`config.mk`:
```
export PLATFORM = sky130hd
export DESIGN_NAME = arbitro_pin
export DESIGN_NICKNAME = d
export VERILOG_FILES = /design/src/rtl/arbitro_pin.sv
export SDC_FILE = /design/constraint.sdc
export NUM_CORES = 1
export LEC_CHECK = 0
export ABC_AREA = 1
export CORE_MARGIN = 5
export CORE_UTILIZATION = 45
export CTS_CLUSTER_DIAMETER = 120
export CTS_CLUSTER_SIZE = 40
export DETAILED_ROUTE_END_ITERATION = 7
export HOLD_SLACK_MARGIN = 0.02
export MAX_ROUTING_LAYER = met4
export PLACE_DENSITY = 0.77
export SLEW_MARGIN = 30
export SYNTH_ARGS = -nofsm -noshare
export SYNTH_HDL_FRONTEND = slang
export SYNTH_SLANG_ARGS = --single-unit
```
`constraint.sdc`:
```
create_clock -name CLK -period 2.22 [get_ports CLK]
set_clock_uncertainty 0.15 [all_clocks]
set_input_delay 0.333 -clock CLK [delete_from_list [all_inputs] [get_ports CLK]]
set_output_delay 0.333 -clock CLK [all_outputs]
set_load 0.01 [all_outputs]
```
`src/rtl/arbitro_pin.sv`:
```
// Two-keypad arbiter for a shared PIN verifier: round-robin grant, digit muxing,
// idle timeout, per-keypad failure counting and timed lockout.
module arbitro_pin #(
   parameter int unsigned TIMEOUT_CICLOS = 16,
   parameter int unsigned MAX_FALLOS     = 3,
   parameter int unsigned BLOQUEO_CICLOS = 64
) (
   input  logic       CLK,
   input  logic       RESET,
   input  logic       SOLICITUD_A,
   input  logic       SOLICITUD_B,
   input  logic [3:0] DIGITO_A,
   input  logic [3:0] DIGITO_B,
   input  logic       DIGITO_STB_A,
   input  logic       DIGITO_STB_B,
   output logic       SOLICITUD_ACCESO,
   output logic [3:0] DIGITO,
   output logic       DIGITO_STB,
   input  logic       ACCESO_ACEPTADO,
   input  logic       ACCESO_DENEGADO,
   output logic       CONCEDIDO_A,
   output logic       CONCEDIDO_B,
   output logic       ACEPTADO_A,
   output logic       ACEPTADO_B,
   output logic       DENEGADO_A,
   output logic       DENEGADO_B,
   output logic       BLOQUEADO_A,
   output logic       BLOQUEADO_B
);

   localparam int unsigned TW = $clog2(TIMEOUT_CICLOS + 1);
   localparam int unsigned FW = $clog2(MAX_FALLOS + 1);
   localparam int unsigned BW = $clog2(BLOQUEO_CICLOS + 1);

   typedef enum logic [1:0] {LIBRE, INICIO, SESION, CIERRE} estado_t;

   estado_t estado, estado_sig;

   // Requester index: 0 = A, 1 = B
   logic          dueno, dueno_sig;
   logic          ultimo;
   logic [1:0]    solicitud, stb, elegible;
   logic [1:0]    bloqueado, aceptado_q, denegado_q;
   logic [FW-1:0] fallos   [2];
   logic [BW-1:0] bloq_cnt [2];
   logic [TW-1:0] ocioso;

   logic       owner_stb, fin_acept, fin_deneg, fin_tmo, fallo;
   logic       solicitud_acceso;
   logic [1:0] concedido;
   logic [3:0] digito;
   logic       digito_stb;

   assign solicitud = {SOLICITUD_B, SOLICITUD_A};
   assign stb       = {DIGITO_STB_B, DIGITO_STB_A};
   assign elegible  = solicitud & ~bloqueado;
   assign owner_stb = stb[dueno];

   // Denial beats acceptance; an explicit result beats the timeout.
   assign fin_deneg = (estado == SESION) && ACCESO_DENEGADO;
   assign fin_acept = (estado == SESION) && ACCESO_ACEPTADO && !ACCESO_DENEGADO;
   assign fin_tmo   = (estado == SESION) && !ACCESO_ACEPTADO && !ACCESO_DENEGADO &&
                      !owner_stb && (ocioso == TW'(TIMEOUT_CICLOS - 1));
   assign fallo     = fin_deneg || fin_tmo;

   always_ff @(posedge CLK or negedge RESET) begin
      if (!RESET) begin
         estado <= LIBRE;
         dueno  <= 1'b0;
      end else begin
         estado <= estado_sig;
         dueno  <= dueno_sig;
      end
   end

   always_comb begin
      estado_sig = estado;
      dueno_sig  = dueno;
      case (estado)
         LIBRE: begin
            if (elegible == 2'b11) begin
               dueno_sig  = ~ultimo;
               estado_sig = INICIO;
            end else if (elegible[0]) begin
               dueno_sig  = 1'b0;
               estado_sig = INICIO;
            end else if (elegible[1]) begin
               dueno_sig  = 1'b1;
               estado_sig = INICIO;
            end
         end
         INICIO:  estado_sig = SESION;
         SESION:  if (fin_acept || fallo) estado_sig = CIERRE;
         CIERRE:  estado_sig = LIBRE;
         default: estado_sig = LIBRE;
      endcase
   end

   always_comb begin
      solicitud_acceso = 1'b0;
      concedido        = '0;
      digito           = '0;
      digito_stb       = 1'b0;
      case (estado)
         INICIO: begin
            solicitud_acceso = 1'b1;
            concedido[dueno] = 1'b1;
         end
         SESION: begin
            concedido[dueno] = 1'b1;
            digito           = dueno ? DIGITO_B : DIGITO_A;
            digito_stb       = owner_stb;
         end
         default: ;
      endcase
   end

   always_ff @(posedge CLK or negedge RESET) begin
      if (!RESET) begin
         ultimo     <= 1'b1;
         ocioso     <= '0;
         aceptado_q <= '0;
         denegado_q <= '0;
         bloqueado  <= '0;
         for (int unsigned i = 0; i < 2; i++) begin
            fallos[i]   <= '0;
            bloq_cnt[i] <= '0;
         end
      end else begin
         if (estado == CIERRE) ultimo <= dueno;

         if (estado == SESION && !owner_stb && ocioso != TW'(TIMEOUT_CICLOS))
            ocioso <= ocioso + 1'b1;
         else
            ocioso <= '0;

         for (int unsigned i = 0; i < 2; i++) begin
            aceptado_q[i] <= fin_acept && (dueno == 1'(i));
            denegado_q[i] <= fallo && (dueno == 1'(i));

            // Lockout is armed while closing the session that hit the limit.
            if (estado == CIERRE && dueno == 1'(i) && fallos[i] == FW'(MAX_FALLOS)) begin
               bloqueado[i] <= 1'b1;
               bloq_cnt[i]  <= BW'(BLOQUEO_CICLOS);
               fallos[i]    <= '0;
            end else begin
               if (bloqueado[i]) begin
                  if (bloq_cnt[i] == '0) bloqueado[i] <= 1'b0;
                  else                   bloq_cnt[i]  <= bloq_cnt[i] - 1'b1;
               end
               if (fin_acept && dueno == 1'(i))
                  fallos[i] <= '0;
               else if (fallo && dueno == 1'(i) && fallos[i] != FW'(MAX_FALLOS))
                  fallos[i] <= fallos[i] + 1'b1;
            end
         end
      end
   end

   assign SOLICITUD_ACCESO = solicitud_acceso;
   assign DIGITO           = digito;
   assign DIGITO_STB       = digito_stb;
   assign CONCEDIDO_A      = concedido[0];
   assign CONCEDIDO_B      = concedido[1];
   assign ACEPTADO_A       = aceptado_q[0];
   assign ACEPTADO_B       = aceptado_q[1];
   assign DENEGADO_A       = denegado_q[0];
   assign DENEGADO_B       = denegado_q[1];
   assign BLOQUEADO_A      = bloqueado[0];
   assign BLOQUEADO_B      = bloqueado[1];

endmodule

```
### Word level (Yosys, flattened, before mapping)

Cells that the tools add are included.

| word-level totals | value |
|---|---|
| word-level logic and storage cells | 110 |
| flip-flop bits (word level) | 33 |
| input port bits | 16 |

| cells by class | value |
|---|---|
| order comparisons | 2 |
| $add $sub $neg | 5 |
| bitwise logic cells | 4 |
| reductions and logical operators | 38 |
| eq/ne operators | 14 |
| muxes and demuxes | 36 |

Operator list:

| kind | number |
|---|---|
| two-way mux 7 bit | 6 |
| two-way mux 2 bit | 11 |
| logical AND 1 bit | 20 |
| logical NOT 7 bit | 2 |
| two-way mux 1 bit | 14 |
| subtractor 7 x 1 -> 7 bit (second input constant) | 2 |
| == test 2 bit (second input constant) | 5 |
| nonzero test 3 bit | 3 |
| two-way mux 4 bit | 2 |
| inequality test 2 bit (second input constant) | 4 |
| one-hot mux 2 bit (4 select lines) | 1 |
| AND reduction 2 bit | 4 |
| adder 5 x 1 -> 5 bit (second input constant) | 1 |
| == test 5 x 4 -> 1 bit (second input constant) | 1 |
| two-way mux 5 bit | 1 |
| inequality test 5 bit (second input constant) | 1 |
| adder 2 x 1 -> 2 bit (second input constant) | 2 |
| inequality test 4 bit (second input constant) | 1 |
| nonzero test 2 bit | 2 |
| logical NOT 1 bit | 3 |
| bitwise AND 2 bit | 1 |
| == test 2 x 1 -> 1 bit (second input constant) | 1 |
| logical NOT 2 bit | 1 |
| logical OR 1 bit | 2 |
| 7 further kinds | 8 |

### Longest topological paths before layout

Gate-level depths: netlist of run 1.

| depth | value |
|---|---|
| depth after elaboration | 11 |
| mapped depth | 10 |
| gate-level depth less buffers | 9 |

### Worst setup path after synthesis of run 1

Ideal clock, no wire load.

| timing | value |
|---|---|
| kind | flip-flop to flip-flop |
| start point | register estado[0] |
| end point | register fallos[0] (netlist name) |
| slack | 660 ps |
| library setup time | 117 ps |
| buffers on the path | 1 |
| period minus slack after synthesis | 1560 ps |
| cell stages (with the launch flop) | 11 |
| required time | 1953 ps |
| data arrival time | 1293 ps |
| cells stage by stage | dfrtp_1 > inv_1 > ha_1 > buf_4 > nand2_1 > nor2_1 > nand3_2 > nand2_4 > nand3_2 > nand3_1 > nand2_1 |

| on the way | value |
|---|---|
| word-level cells in the longest chain between the ends | 9 |

RTL lines:

| element | RTL line | text |
|---|---|---|
| start, declared | 37 | `estado_t estado, estado_sig;` |
| start signal, assigned | 71 | `estado <= estado_sig;` |
| == test 2 bit | 60, 61, 62 |  |
| logical AND 1 bit (3 in series) | 62 | `assign fin_tmo = (estado == SESION) && !ACCESO_ACEPTADO && !ACCESO_DENEGADO &&` |
| logical AND 1 bit | 63 | `!owner_stb && (ocioso == TW'(TIMEOUT_CICLOS - 1));` |
| logical OR 1 bit | 64 | `assign fallo = fin_deneg \|\| fin_tmo;` |
| logical AND 1 bit (2 in series) | 153 | `else if (fallo && dueno == 1'(i) && fallos[i] != FW'(MAX_FALLOS))` |
| nonzero test 3 bit (no line) | - |  |
| end signal, assigned by index | 154 | `fallos[i] <= fallos[i] + 1'b1;` |
| end, declared | 44 | `logic [FW-1:0] fallos [2];` |

Several ways; a longest one is shown, not always the timed one.
A chain may end at the register's enable or synchronous reset.

### Worst setup path after layout of run 1

| timing | value |
|---|---|
| start point | register estado[0] |
| end point | output port DIGITO[0] |

| on the way | value |
|---|---|
| word-level cells in the longest chain between the ends | 2 |

RTL lines:

| element | RTL line | text |
|---|---|---|
| == test 2 bit | 104 | `case (estado)` |
| two-way mux 4 bit | 104 |  |
| end, declared | 17 | `output logic [3:0] DIGITO,` |

No other way between the ends.

==> results.yml, run 1 <==
run_status:
  status: "complete, no violations"
place:
  port_buffers: 29
  gpl.final_weighted_congestion: 0.849
  place_ws_ns: 0.151
  dp.cells: 317
  place_hpwl_um: 2930
route:
  drcViolationCount: 0
  wl_um: 3970
  ant_nets: 0
  via_per_inst: 4.89
  vias: 1615
  drtIter0Drc: 86
  firstDrtPassIters: 4
  wl_per_cell_um: 12.0
timing:
  rsz0062_at_grt: "false"
  tightest_slew_ns: 0.422
  fin_setup_tns_ns: 0
  setup_viol: 0
  max_freq_ghz: 0.466
  slew-limit-headroom_pct: 71.9
  min_period_ns: 2.15
  hold_viol: 0
  post-route-period-util_pct: 96.7
  fin_ws_ns: 0.0723
  slew_viol_final: 0
synth:
  synth_area_um2: 1910
  synth_top_family_by_area: "simple AND/OR/NAND/NOR gates"
  synth_mux_area_share_pct: 0
  synth-simple-area-share_pct: 31.4
  synth_seq_cells: 33
  synth_area_per_cell_um2: 8.04
  synth_xor_area_share_pct: 2.75
  synth_compound_area_share_pct: 5.23
  synth_nets: 267
  yosys_warnings: 0
  synthAdderAreaFrac_pct: 8.50
  synth_cell_type_count: 29
  netlist_instances: 238
  yosysSeqAreaShare_pct: 43.2
pwr:
  power_density_nw_per_um2: 1200
  leakagePower_nw: 1.23
  ir_drop_v: 0.000696
clock_network:
  root_buffer: "clkbuf_8"
  clkSlewWorstSetupHoldPaths_ns: 0.07
  htree_levels: 2
  cts_buffer_depth: 2
  numCtsBuffers: 5
  cts_sinks: 33
  cts_hold_buffers: 0
  clk_latency_ns: 0.29
  cts_tree: "yes"
setup_path:
  critPathKind: "register to output pin"
  cp-start-kind: "register"
  worst-endpoint-required_ns: 1.74
  end_kind: "output pin"
  arrival_ns: 1.66
  reg2reg_slack_ns: 0.48
  critPathMaxFanout: 6
grt:
  grt_pass1_wl_um: 6890
  grt.overflow.total: 0
  grt_max_degree: 34
  grt.total_usage_pct: 16.5
  grt_pass1_vias: 1539
  antenna_found_initial: 0
floorplanning:
  die_h_um: 75.2
  start_util_pct: 47.2
  dieArea_um2: 5660
  core_region_area_um2: 4060
  rows: 23
  dieWidth_um: 75.2
  ios: 30
cells_and_area:
  num_antenna_cells: 0
  area_growth_pct: 25.6
  drive_above_1_share_pct: 13.9
  fin_util_pct: 59.3
  fillers: 347
  final_common_cell: "nand2_1"
  nNetsFinal: 308
  fin_cells: 330
  layout_common_cells: "nand2_1, inv_1, nor2_1"
min_path:
  hp-class: "input port to async pin"
job:
  max-cap-violations: 0
## per-layer routing
layer  global-route usage, %  vias to the layer above  share of wire [%]
li1                        -                      836                  -
met1                    20.4                      753                 46
met2                    26.2                       18                 48
met3                    4.01                        8                4.0
met4                    6.02                        0                1.8
met5                       -                        -                  0
## final timing paths
check	endpoint	cells past startpoint	from
setup reg to reg	estado[0]$_DFFE_PN0P_	9	estado[0]$_DFFE_PN0P_
hold / removal	ocioso[4]$_DFF_PN0_	2	RESET
min in group CLK	bloq_cnt[13]$_DFFE_PN0P_	2	bloq_cnt[13]$_DFFE_PN0P_
hold reg to reg	bloq_cnt[13]$_DFFE_PN0P_	2	bloq_cnt[13]$_DFFE_PN0P_
setup / recovery	DIGITO[0]	5	estado[0]$_DFFE_PN0P_
max in group asynchronous	ultimo$_DFFE_PN1N_	2	RESET
## timing repair
item | CTS | global route
setup endpoints to repair | 6 | 3
buffers inserted | 2 | 3
resized for setup | 7 | 2
## registers in the layout (all words and copies together) (netlist names)
name,count
estado,2
denegado_q,2
bloqueado,2
aceptado_q,2
ocioso,5
bloq_cnt,14
fallos,4
dueno,1
ultimo,1
## kinds of logic after synthesis
logic type | count (synthesis)
adder cells (fa/ha/maj) | 13
AO/OA/AOI/OAI | 17
flip-flops | 33
AND/OR/NAND/NOR | 127
buffers and inverters | 42
XOR/XNOR | 6
## per-stage QoR
stage / power [W] / area, um^2 / hold WS [ns]
6_report: 0.00289 / 2400 / 0.304
5_1_grt: 0.00316 / 2400 / 0.335
2_1_floorplan: 0.00195 / 1910 / -0.113
3_3_place_gp: 0.00233 / 2270 / 0.312
4_1_cts: 0.00288 / 2380 / 0.313
3_5_place_dp: 0.00239 / 2270 / 0.334
## worst max-delay path: stages, from the launching register on
cell,delay [ns]
dfrtp_1,0.39
inv_2,0.10
ha_4,0.17
o21ai_0,0.08
nor2_1,0.09
clkdlybuf4s50_1,0.54
## synthesized netlist by cell type, drive strengths merged
cell type  instances  share of area, %
nand3b             1              0.39
nand2             52                11
nor2              41                10
inv               39               7.6
o22ai              1              0.33
o21ai             12               3.5
dfrtp             32                42
nand4              8               2.6
xnor2              1              0.46
o32ai              1              0.46
xor2               5               2.3
a22oi              1              0.39
dfstp              1               1.4
buf                3               1.2
a21oi              2              0.52
nor3b              1              0.39
nor3               1              0.26
nand3             23               6.8
ha                13               8.5
## power breakdown
group,switching (W),internal [W],total (W)
combinational,0.000849,0.000660,0.00151
clock,0.000217,0.000217,0.000434
sequential,0.000151,0.000792,0.000944
total,0.00122,0.00167,0.00289
## layout make-up
class	instances	area [um^2]	area share, %
Multi-Input combinational cell	163	930	38.7
Clock inverter	2	10.0	0.416
Tap cell	50	62.6	2.60
Sequential cell	33	828	34.4
Clock buffer	6	72.6	3.02
Inverter	39	149	6.19
Timing Repair Buffer	37	353	14.7
(Power assumes the default switching activity.)
==> inputs of run 2 (changes only) <==
GPL_ROUTABILITY_DRIVEN = 1   (was default)
GPL_TIMING_DRIVEN = 0   (was default)
==> results.yml, run 2 (same netlist as run 1, synthesis figures left out) <==
cells_and_area:
  largest_register_ffs: 14
  drive_above_1_share_pct: 11.5
  nNetsFinal: 306
  top_regs: "bloq_cnt (14), ocioso (5), fallos (4)"
  num_antenna_cells: 0
  layout_common_cells: "nand2_1, inv_1, nor2_1"
  fin_util_pct: 58.9
  final_common_cell: "nand2_1"
  area_growth_pct: 24.8
  fillers: 374
  fin_cells: 328
  top_register: "bloq_cnt"
grt:
  grt_pass1_vias: 1569
  antenna_found_initial: 0
  grt.overflow.total: 0
  grt_max_degree: 24
  grt_pass1_wl_um: 6940
  grt.total_usage_pct: 16.7
setup_path:
  worst-endpoint-required_ns: 1.74
  r2r_cells: 10
  cp-start-kind: "register"
  startpoint: "estado[0]$_DFFE_PN0P_"
  slowest_delay_ns: 0.40
  crit_slowest_cell: "dfrtp_1"
  arrival_ns: 1.54
  r2r_start: "estado[0]$_DFFE_PN0P_"
  cpLargestDelayFamily: "buffers and inverters"
  reg2reg_slack_ns: 0.48
  end_kind: "output pin"
  crit_chain: "inv_1 -> ha_1 -> buf_4 -> o21ai_0 -> nor2_1 -> dlygate4sd2_1"
  critPathKind: "register to output pin"
  critPathMaxFanout: 10
  cp_num_buf_inv: 3
  reg2reg_to: "fallos[2]$_DFFE_PN0P_"
timing:
  fin_ws_ns: 0.198
  post-route-period-util_pct: 91.1
  hold_viol: 0
  tightest_slew_ns: 0.300
  slew-limit-headroom_pct: 80.0
  max_freq_ghz: 0.495
  setup_viol: 0
  slew_viol_final: 0
  min_period_ns: 2.02
  rsz0062_at_grt: "false"
floorplanning:
  rows: 23
  start_util_pct: 47.2
  dieWidth_um: 75.2
  ios: 30
  die_h_um: 75.2
  core_region_area_um2: 4060
  dieArea_um2: 5660
place:
  place_hpwl_um: 2980
  dp.cells: 318
  gpl.final_weighted_congestion: 0.845
  place_ws_ns: 0.134
  port_buffers: 29
clock_network:
  cts_buffer_depth: 2
  cts_sinks: 33
  clkSlewWorstSetupHoldPaths_ns: 0.06
  clk_latency_ns: 0.28
  root_buffer: "clkbuf_8"
  cts_tree: "yes"
  htree_levels: 2
  numCtsBuffers: 5
route:
  vias: 1568
  wl_per_cell_um: 12.0
  ant_nets: 0
  via_per_inst: 4.78
  drtIter0Drc: 55
  drcViolationCount: 0
  firstDrtPassIters: 4
  wl_um: 3920
min_path:
  hp-class: "input port to async pin"
pwr:
  power_density_nw_per_um2: 1160
  ir_drop_v: 0.000719
  leakagePower_nw: 1.23
job:
  max-cap-violations: 0
run_status:
  status: "complete, no violations"
==> run 2: worst register-to-register path, delay by kind of cell, from the launching register on <==
| kind | cells | cell delay, ns |
|---|---|---|
| AND/OR/NAND/NOR | 7 | 0.67 |
| flip-flops | 1 | 0.40 |
| buffers and inverters | 2 | 0.25 |
| adder cells (fa/ha/maj) | 1 | 0.15 |
==> run 2: area by class of cell <==
type / count / area [um^2] / area share (%)
Buffer: 3 / 26.3 / 1.10
Timing Repair Buffer: 32 / 329 / 13.8
Clock buffer: 8 / 80.1 / 3.35
Sequential cell: 33 / 827 / 34.6
Multi-Input combinational cell: 163 / 917 / 38.4
Tap cell: 50 / 62.6 / 2.62
Inverter: 39 / 146 / 6.13
==> run 2: per-stage QoR <==
step	cell area, um^2	hold WS (ns)	power, W	setup TNS [ns]
finish	2390	0.317	0.00278	0
detailed placement	2290	0.0895	0.00239	0
CTS	2370	0.318	0.00281	0
floorplan	1910	-0.113	0.00195	0
global placement	2270	0.313	0.00234	-1.20
global route	2390	0.350	0.00308	0
==> run 2: per-layer routing <==
layer	global-route usage (%)	share of wire, %	vias to the layer above
met3	3.74	4.2	7
met4	6.99	1.9	0
li1	-	-	822
met5	-	0	-
met2	26.6	50	22
met1	20.6	44	717
==> run 2: power by group <==
group | total, W | switching [W] | internal, W | leakage [nW]
clock | 0.000430 | 0.000207 | 0.000222 | 0.0395
sequential | 0.000935 | 0.000145 | 0.000791 | 0.438
combinational | 0.00142 | 0.000813 | 0.000604 | 0.758
total | 0.00278 | 0.00116 | 0.00162 | 1.23
==> run 2: repair_timing <==
item                                    4_1_cts  5_1_grt
hold buffers                                  1        0
gates cloned                                  0        0
buffers inserted                              0        1
endpoints found under the setup margin        5        2
hold endpoints to repair                     10        0
gates resized for setup                       5        3
==> run 2: worst max path at each step <==
stage                     depth (start not counted)                      to  slack, ns
final                                             6               DIGITO[1]       0.20
after global routing                              6               DIGITO[1]       0.06
after CTS                                         5             CONCEDIDO_A       0.02
after detailed placement                          6              DIGITO_STB       0.13
after global placement                            1  bloqueado[1]$_DFF_PN0_      -0.04
after floorplan                                  10   fallos[0]$_DFFE_PN0P_       0.66
==> inputs of run 3 (changes only) <==
clock period = 1.92 ns   (was 2.22 ns; I/O delays follow)
==> results.yml, run 3 (same netlist as run 1, synthesis figures left out) <==
place:
  place_ws_ns: -0.0756
  dp.cells: 318
  gpl.final_weighted_congestion: 0.845
  place_hpwl_um: 2980
  port_buffers: 29
  dpl_cell_area_um2: 2290
clock_network:
  numCtsBuffers: 5
  clk_latency_ns: 0.28
  clkSlewWorstSetupHoldPaths_ns: 0.06
  cts_tree: "yes"
  cts_buffer_depth: 2
  root_buffer: "clkbuf_8"
  htree_levels: 2
  cts_sinks: 33
cells_and_area:
  top_regs: "bloq_cnt (14), ocioso (5), fallos (4)"
  fillers: 377
  layout_common_cells: "nand2_1, inv_1, nor2_1"
  nNetsFinal: 307
  fin_area_um2: 2380
  top_register: "bloq_cnt"
  final_common_cell: "nand2_1"
  largest_register_ffs: 14
  fin_cells: 329
  num_antenna_cells: 0
  drive_above_1_share_pct: 14.7
  area_growth_pct: 24.2
timing:
  fin_ws_ns: 0.0936
  slew-limit-headroom_pct: 80.0
  hold_viol: 0
  max_freq_ghz: 0.548
  rsz0062_at_grt: "false"
  post-route-period-util_pct: 95.1
  slew_viol_final: 0
  min_period_ns: 1.83
  fin_setup_tns_ns: 0
  tightest_slew_ns: 0.300
  setup_viol: 0
min_path:
  hp-class: "input port to async pin"
setup_path:
  end_kind: "output pin"
  critPathMaxFanout: 10
  cp-start-kind: "register"
  worst-endpoint-required_ns: 1.48
  critPathKind: "register to output pin"
  arrival_ns: 1.39
route:
  via_per_inst: 4.76
  vias: 1566
  drcViolationCount: 0
  wl_um: 3960
  drtIter0Drc: 50
  wl_per_cell_um: 12.0
  firstDrtPassIters: 4
  ant_nets: 0
grt:
  grt_max_degree: 24
  busiest_layer: "met2"
  met2_usage_pct: 27.0
  antenna_found_initial: 0
  use_met1_pct: 20.5
  met3_usage_pct: 3.74
  grt_pass1_wl_um: 6970
  grt.overflow.total: 0
  grt.total_usage_pct: 16.8
  grt_pass1_vias: 1582
job:
  max-cap-violations: 0
pwr:
  p_total_w: 0.00323
  leakagePower_nw: 1.22
  power_density_nw_per_um2: 1360
  ir_drop_v: 0.000808
floorplanning:
  rows: 23
  die_h_um: 75.2
  dieWidth_um: 75.2
  ios: 30
  start_util_pct: 47.2
  dieArea_um2: 5660
  core_region_area_um2: 4060
run_status:
  status: "complete, no violations"
run 3: cell count changes in the layout (fill, tap and decap cells not counted):
cell | previous run | this run
dfrtp_2 | 0 | 1
dfrtp_1 | 32 | 31
buf_6 | 1 | 2
clkbuf_2 | 0 | 1
inv_2 | 4 | 6
dlygate4sd2_1 | 5 | 2
inv_1 | 35 | 33
dlymetal6s2s_1 | 2 | 1
clkbuf_4 | 1 | 0
buf_2 | 1 | 5
clkdlybuf4s50_1 | 21 | 20
buf_4 | 2 | 3
run 3: where the power goes:
| part | switching, W | internal (W) | leakage, nW |
|---|---|---|---|
| logic | 0.000958 | 0.000694 | 0.743 |
| registers | 0.000162 | 0.000916 | 0.436 |
| clock network | 0.000238 | 0.000257 | 0.0395 |
| total | 0.00136 | 0.00187 | 1.22 |
run 3: per-stage QoR:
step                hold WS, ns  util (%)
floorplan                -0.158         -
global placement          0.313      55.9
detailed placement       0.0445      56.4
CTS                       0.273      58.8
global route              0.305      58.6
finish                    0.272      58.6
run 3: layer usage:
metal / routed length [um] / share of wire [%] / vias to the layer above
met2: 1960 / 49 / 20
met3: 143 / 3.6 / 7
met4: 74 / 1.9 / 0
li1: - / - / 828
met1: 1780 / 45 / 711
met5: 0 / 0 / -
run 3: final timing paths:
kind / cells past startpoint / from / slack [ns] / end
worst max-delay path: 6 / estado[1]$_DFFE_PN0P_ / 0.09 / DIGITO[2]
max in group asynchronous: 3 / RESET / 0.86 / ultimo$_DFFE_PN1N_
worst min register to register: 1 / bloq_cnt[0]$_DFFE_PN0P_ / 0.32 / bloq_cnt[0]$_DFFE_PN0P_
worst min-delay path: 2 / RESET / 0.27 / ocioso[3]$_DFF_PN0_
min in group CLK: 1 / bloq_cnt[0]$_DFFE_PN0P_ / 0.32 / bloq_cnt[0]$_DFFE_PN0P_
worst max register to register: 9 / estado[1]$_DFFE_PN0P_ / 0.23 / estado[0]$_DFFE_PN0P_
run 3: layout make-up:
| class | count | area [um^2] | share of cell area (%) |
|---|---|---|---|
| buffer | 3 | 30.0 | 1.26 |
| tap | 50 | 62.6 | 2.63 |
| clock buffer | 8 | 80.1 | 3.37 |
| timing repair buffer | 33 | 313 | 13.2 |
| multi-input combinational | 163 | 917 | 38.6 |
| sequential | 33 | 828 | 34.8 |
| inverter | 39 | 146 | 6.16 |
run 3: worst max-delay path, cell delays in order (launching register included):
cell     delay [ns]
dfrtp_1        0.38
buf_4          0.15
ha_1           0.18
buf_6          0.14
o21ai_0        0.07
nor2_1         0.05
buf_2          0.13
run 3: what timing repair did:
| action | in CTS | in global routing |
|---|---|---|
| setup buffers | 2 | 0 |
| endpoints found under the setup margin | 7 | 3 |
| endpoints found under the hold margin | 10 | 0 |
| gates resized for setup | 23 | 4 |
| hold buffers | 1 | 0 |
| cloned | 0 | 0 |
